$ cat config.mk
export PLATFORM = sky130hd
export DESIGN_NAME = hazard_unit
export DESIGN_NICKNAME = d
export VERILOG_FILES = /design/src/rtl/hazard_unit_pkg.sv /design/src/rtl/md_scoreboard.sv /design/src/rtl/hazard_unit.sv
export SDC_FILE = /design/constraint.sdc
export NUM_CORES = 1
export LEC_CHECK = 0
export CAP_MARGIN = 20
export CORE_MARGIN = 5
export CORE_UTILIZATION = 45
export CTS_CLUSTER_DIAMETER = 60
export DETAILED_ROUTE_END_ITERATION = 8
export PLACE_DENSITY = 0.78
export SYNTH_ARGS = -nofsm -noshare
export SYNTH_HDL_FRONTEND = slang
export SYNTH_SLANG_ARGS = --single-unit
$ cat constraint.sdc
create_clock -name clk -period 4.14 [get_ports clk]
set_input_delay 1.035 -clock clk [delete_from_list [all_inputs] [get_ports clk]]
set_output_delay 1.035 -clock clk [all_outputs]
set_load 0.01 [all_outputs]
$ cat src/rtl/hazard_unit_pkg.sv
// Shared hazard-detection definitions: FSM state encoding and register-address width,
// also imported by the forwarding and decode blocks.
package hazard_unit_pkg;

  localparam int unsigned REG_ADDR_WIDTH = 5;

  typedef enum logic [0:0] {
    ST_IDLE    = 1'b0,
    ST_MD_BUSY = 1'b1
  } hz_state_e;

endpackage

$ cat src/rtl/md_scoreboard.sv
// Tracks one outstanding multi-cycle mul/div op: busy flag, destination register,
// and a watchdog that abandons the op and raises a sticky error after MdTimeout cycles.
module md_scoreboard
  import hazard_unit_pkg::*;
#(
  parameter int unsigned RegAddrWidth = REG_ADDR_WIDTH,
  parameter int unsigned MdTimeout    = 40
) (
  input  logic                    clk,
  input  logic                    rst,
  input  logic [RegAddrWidth-1:0] ex_rd,
  input  logic                    ex_muldiv_start,
  input  logic                    muldiv_done,
  input  logic                    flush,
  output logic                    md_busy,
  output logic [RegAddrWidth-1:0] md_rd,
  output logic                    md_timeout
);

  localparam int unsigned CntWidth = (MdTimeout > 1) ? $clog2(MdTimeout) : 1;
  localparam logic [CntWidth-1:0] CntLast = CntWidth'(MdTimeout - 1);

  hz_state_e               state_q, state_d;
  logic [CntWidth-1:0]     cnt_q, cnt_d;
  logic [RegAddrWidth-1:0] rd_q, rd_d;
  logic                    to_q, to_d;

  always_ff @(posedge clk) begin
    if (rst) begin
      state_q <= ST_IDLE;
      cnt_q   <= '0;
      rd_q    <= '0;
      to_q    <= 1'b0;
    end else begin
      state_q <= state_d;
      cnt_q   <= cnt_d;
      rd_q    <= rd_d;
      to_q    <= to_d;
    end
  end

  always_comb begin
    state_d = state_q;
    cnt_d   = cnt_q;
    rd_d    = rd_q;
    to_d    = to_q;
    case (state_q)
      ST_IDLE: begin
        // A done pulse here belongs to no op we track and is ignored.
        if (ex_muldiv_start && !flush) begin
          state_d = ST_MD_BUSY;
          rd_d    = ex_rd;
          cnt_d   = '0;
        end
      end
      ST_MD_BUSY: begin
        // Completion wins over a watchdog expiry landing in the same cycle.
        if (muldiv_done) begin
          state_d = ST_IDLE;
          rd_d    = '0;
        end else if (cnt_q == CntLast) begin
          state_d = ST_IDLE;
          rd_d    = '0;
          to_d    = 1'b1;
        end else begin
          cnt_d = cnt_q + 1'b1;
        end
      end
      default: begin
        state_d = ST_IDLE;
        rd_d    = '0;
      end
    endcase
  end

  assign md_busy    = (state_q == ST_MD_BUSY);
  assign md_rd      = rd_q;
  assign md_timeout = to_q;

endmodule

$ cat src/rtl/hazard_unit.sv
// Pipeline hazard unit: load-use detection, mul/div RAW/WAW/structural interlock,
// flush override and a saturating stall-cycle counter.
module hazard_unit
  import hazard_unit_pkg::*;
#(
  parameter int unsigned RegAddrWidth = REG_ADDR_WIDTH,
  parameter int unsigned MdTimeout    = 40,
  parameter int unsigned PerfWidth    = 16
) (
  input  logic                    clk,
  input  logic                    rst,
  input  logic [RegAddrWidth-1:0] ID_RS1,
  input  logic [RegAddrWidth-1:0] ID_RS2,
  input  logic                    ID_Uses_RS1,
  input  logic                    ID_Uses_RS2,
  input  logic [RegAddrWidth-1:0] ID_RD,
  input  logic                    ID_Reg_File_EN,
  input  logic                    ID_Is_MulDiv,
  input  logic [RegAddrWidth-1:0] EX_RD,
  input  logic                    EX_Reg_File_EN,
  input  logic                    EX_Mem_Read_EN,
  input  logic                    EX_MulDiv_Start,
  input  logic                    MulDiv_Done,
  input  logic                    Flush,
  output logic                    Stall_IF,
  output logic                    Stall_ID,
  output logic                    Bubble_EX,
  output logic                    MD_Busy,
  output logic [RegAddrWidth-1:0] MD_RD,
  output logic                    MD_Timeout,
  output logic [PerfWidth-1:0]    Stall_Count
);

  logic load_use;
  logic md_raw;
  logic md_waw;
  logic md_hazard;
  logic stall;

  md_scoreboard #(
    .RegAddrWidth(RegAddrWidth),
    .MdTimeout   (MdTimeout)
  ) u_md_scoreboard (
    .clk            (clk),
    .rst            (rst),
    .ex_rd          (EX_RD),
    .ex_muldiv_start(EX_MulDiv_Start),
    .muldiv_done    (MulDiv_Done),
    .flush          (Flush),
    .md_busy        (MD_Busy),
    .md_rd          (MD_RD),
    .md_timeout     (MD_Timeout)
  );

  always_comb begin
    load_use = EX_Mem_Read_EN && EX_Reg_File_EN && (EX_RD != '0) &&
               ((ID_Uses_RS1 && (ID_RS1 == EX_RD)) ||
                (ID_Uses_RS2 && (ID_RS2 == EX_RD)));
    md_raw   = (ID_Uses_RS1 && (ID_RS1 == MD_RD)) ||
               (ID_Uses_RS2 && (ID_RS2 == MD_RD));
    md_waw   = ID_Reg_File_EN && (ID_RD == MD_RD);
    // x0 is never a real dependency, but a second mul/div still needs the unit.
    md_hazard = MD_Busy && (((MD_RD != '0) && (md_raw || md_waw)) || ID_Is_MulDiv);
    stall     = (load_use || md_hazard) && !Flush;
  end

  assign Stall_IF  = stall;
  assign Stall_ID  = stall;
  assign Bubble_EX = stall;

  always_ff @(posedge clk) begin
    if (rst) begin
      Stall_Count <= '0;
    end else if (stall && (Stall_Count != '1)) begin
      Stall_Count <= Stall_Count + 1'b1;
    end
  end

endmodule
==> flow_summary.json <==
{
  "whs_ns": 0.477,
  "cp_slowest_cell": "clkdlybuf4s50_1",
  "gp_congestion": 0.846,
  "pwr-share-comb_pct": 15.3,
  "final_common_cell": "clkdlybuf4s50_1",
  "ant_nets": 0,
  "hold_buffers": 0,
  "cap_violations": 0,
  "dp_cells": 303,
  "design.die.area_um2": 5240,
  "timing.rr.end": "Stall_Count[11]$_SDFFE_PP0P_",
  "final_cell_mix": "51 x clkdlybuf4s50_1, 29 x dfxtp_1, 20 x nor2_1",
  "cp.required_ns": 3.11,
  "tritoncts": "built",
  "r2r-start": "u_md_scoreboard.md_rd[0]$_SDFFE_PP0P_",
  "power_density_nw_per_um2": 250,
  "period_share_pct": 90.1,
  "power_frac_seq_pct": 47.6,
  "setup_viol": 0,
  "grt_pass1_vias": 1606,
  "crit_path_end_kind": "output pin",
  "tightestPinTransition_ns": 1.01,
  "clk_path_buf_depth": 2,
  "fmax_ghz": 0.268,
  "crit_chain": "clkdlybuf4s50_1 > or4_1 > o21ai_0 > a21o_1 > o21a_2 > inv_1 > dlymetal6s2s_1",
  "start_kind": "input pin",
  "cpPeakStageDelay_ns": 0.49,
  "syn_area_per_cell_um2": 8.50,
  "area_growth_pct": 38.4,
  "finalPower_mw": 0.606,
  "power_leakage_nw": 0.890,
  "wl_per_cell_um": 14.1,
  "cpLargestDelayFamily": "buffers and inverters",
  "skew_ns": 0.00614,
  "htreeDepth": 2,
  "synth.cell_area_um2": 1750,
  "power.share.clock_pct": 37.1,
  "power.internal_mw": 0.452,
  "setup_slack_ns": 0.409,
  "totalWireLength_um": 4400,
  "ys_ff_latch": 29,
  "drive_gt1_share_pct": 8.37,
  "switching_share_pct": 25.4,
  "yosysSeqAreaShare_pct": 33.2,
  "grt_start_max_net_pins": 29,
  "cp_data_arrival_time_ns": 2.70,
  "ctsResizeCount": 0,
  "place_ws_ns": 0.0222,
  "min_from": "u_md_scoreboard.md_timeout$_SDFFE_PP0P_",
  "clock_sinks": 29,
  "fp-row-count": 22,
  "clk_latency_ns": 0.28,
  "yosys_warnings": 0,
  "hold_viol": 0,
  "ir_drop_v": 0.000204,
  "crit_type": "in -> out",
  "p_switching_mw": 0.154,
  "grt_pass1_wl_um": 7470,
  "reg2reg_depth": 8,
  "yosysUniqueCellTypes": 45,
  "instances_no_fill": 311,
  "crit_fanout": 4,
  "overflow": 0,
  "drt-initial-drc-count": 74,
  "drcViolationCount": 0,
  "outcome": "completed",
  "synthCells": 206,
  "cts_setup_buffers": 0,
  "coreArea_um2": 3720,
  "rsz0062_at_grt": "no",
  "nets": 295,
  "track_usage_pct": 18.0,
  "io_buffers": 56,
  "vias": 1694,
  "min_path_type": "reg -> reg",
  "slew_viol_final": 0,
  "synth_fp_nets": 239,
  "holdPathEnd": "u_md_scoreboard.md_timeout$_SDFFE_PP0P_",
  "cts_root_buf": "clkbuf_8",
  "clk_pin_slew_worst_paths_ns": 0.07,
  "first_pass_iters": 4,
  "dp_hpwl_um": 3250,
  "finalWorstPathRequiredPeriod_ns": 3.73,
  "tns_ns": 0,
  "crit_buf_inv": 3,
  "initial_utilization_pct": 47.1,
  "hold_depth": 2,
  "via_per_inst": 5.45,
  "reg2reg_slack_ns": 1.67,
  "die_w_um": 72.4,
  "n_antenna_cell": 0,
  "antenna_found_initial": 0,
  "io-pin-count": 57,
  "cts-buffers-inserted": 5,
  "max_slew_margin_pct": 32.5,
  "dieHeight_um": 72.4
}
-- final cells by class --
| cell class | instances | area, um^2 |
|---|---|---|
| Multi-Input combinational cell | 162 | 1070 |
| Clock inverter | 3 | 17.5 |
| Clock buffer | 5 | 68.8 |
| Inverter | 3 | 11.3 |
| Tap cell | 48 | 60.1 |
| Timing Repair Buffer | 61 | 611 |
| Sequential cell | 29 | 581 |
| Fill cell | 345 | 1290 |
-- worst min-delay path, delay by kind of cell, from the launching register on --
family | cells | cell delay (ns)
flip-flops | 1 | 0.33
AND/OR/NAND/NOR | 1 | 0.07
AO/OA/AOI/OAI | 1 | 0.04
-- how the worst max path moves through the flow --
stage,start,end,slack (ns),cells after the start
floorplan,EX_RD[2],Stall_ID,0.81,7
global placement,EX_RD[0],Bubble_EX,0.04,8
detailed placement,EX_RD[0],Stall_ID,0.02,8
CTS,EX_RD[0],Stall_ID,0.01,8
global route,EX_RD[3],Stall_IF,0.32,8
finish,EX_RD[0],Bubble_EX,0.41,7
-- kinds of logic (layout without fill, tap and decap cells) --
| family | Yosys count | in the layout | share of synthesized area (%) |
|---|---|---|---|
| compound gates | 38 | 38 | 13.9 |
| xor+xnor | 29 | 29 | 14.5 |
| fa+ha+maj | 2 | 2 | 1.43 |
| buf+inv | 15 | 72 | 5.50 |
| flops | 29 | 29 | 33.2 |
| mux | 3 | 3 | 2.29 |
| simple gates | 90 | 90 | 29.2 |
-- power by group through the flow --
stage,Sequential [mW],Combinational (mW),Clock [mW]
after floorplan,0.294,0.0447,0
after global placement,0.295,0.0932,0
after detailed placement,0.295,0.0927,0
after global routing,0.289,0.101,0.247
after CTS,0.289,0.0935,0.234
final,0.289,0.0925,0.225
-- synthesized netlist by cell type, drive strengths merged --
master / count / area share [%]
dfxtp: 29 / 33
nor2: 21 / 4.6
a21oi: 15 / 4.3
xnor2: 15 / 7.5
xor2: 14 / 7.0
or4: 13 / 5.6
o31ai: 11 / 4.7
nand2: 10 / 2.1
nand3: 9 / 2.6
buf: 8 / 3.9
nand4: 7 / 2.5
and3: 6 / 2.1
a22oi: 5 / 2.1
clkbuf: 4 / 0.93
nor2b: 4 / 1.4
nor3: 4 / 1.4
nor4: 4 / 1.4
inv: 3 / 0.64
o21ai: 3 / 1.1
and2: 2 / 0.72
ha: 2 / 1.4
mux2: 2 / 1.7
nor3b: 2 / 0.86
or2: 2 / 0.71
a21o: 1 / 0.43
a31oi: 1 / 0.36
and4: 1 / 0.50
mux2i: 1 / 0.57
nand2b: 1 / 0.36
nand3b: 1 / 0.43
nand4b: 1 / 0.50
nor4b: 1 / 0.86
o21a: 1 / 0.50
o21bai: 1 / 0.43
or3: 1 / 0.36
-- stage by stage --
step	area (um^2)	util (%)
final	2420	65.2
after global routing	2420	65.2
after CTS	2410	64.8
after detailed placement	2320	62.5
after global placement	2320	62.5
after floorplan	1750	-
-- state kept, by name, indices dropped and copies added, names as in the netlist --
signal and flops:
u_md_scoreboard.md_busy 1, u_md_scoreboard.md_rd 5, u_md_scoreboard.md_timeout 1, Stall_Count 16
u_md_scoreboard.cnt_q 6
-- per-layer routing --
| metal | global-route usage (%) | part of all wire [%] |
|---|---|---|
| met5 | 0 | 0 |
| met4 | 6.15 | 0.82 |
| met3 | 5.40 | 8.1 |
| met2 | 26.9 | 42 |
| met1 | 24.5 | 49 |
Power figures use the tool's default switching activity.
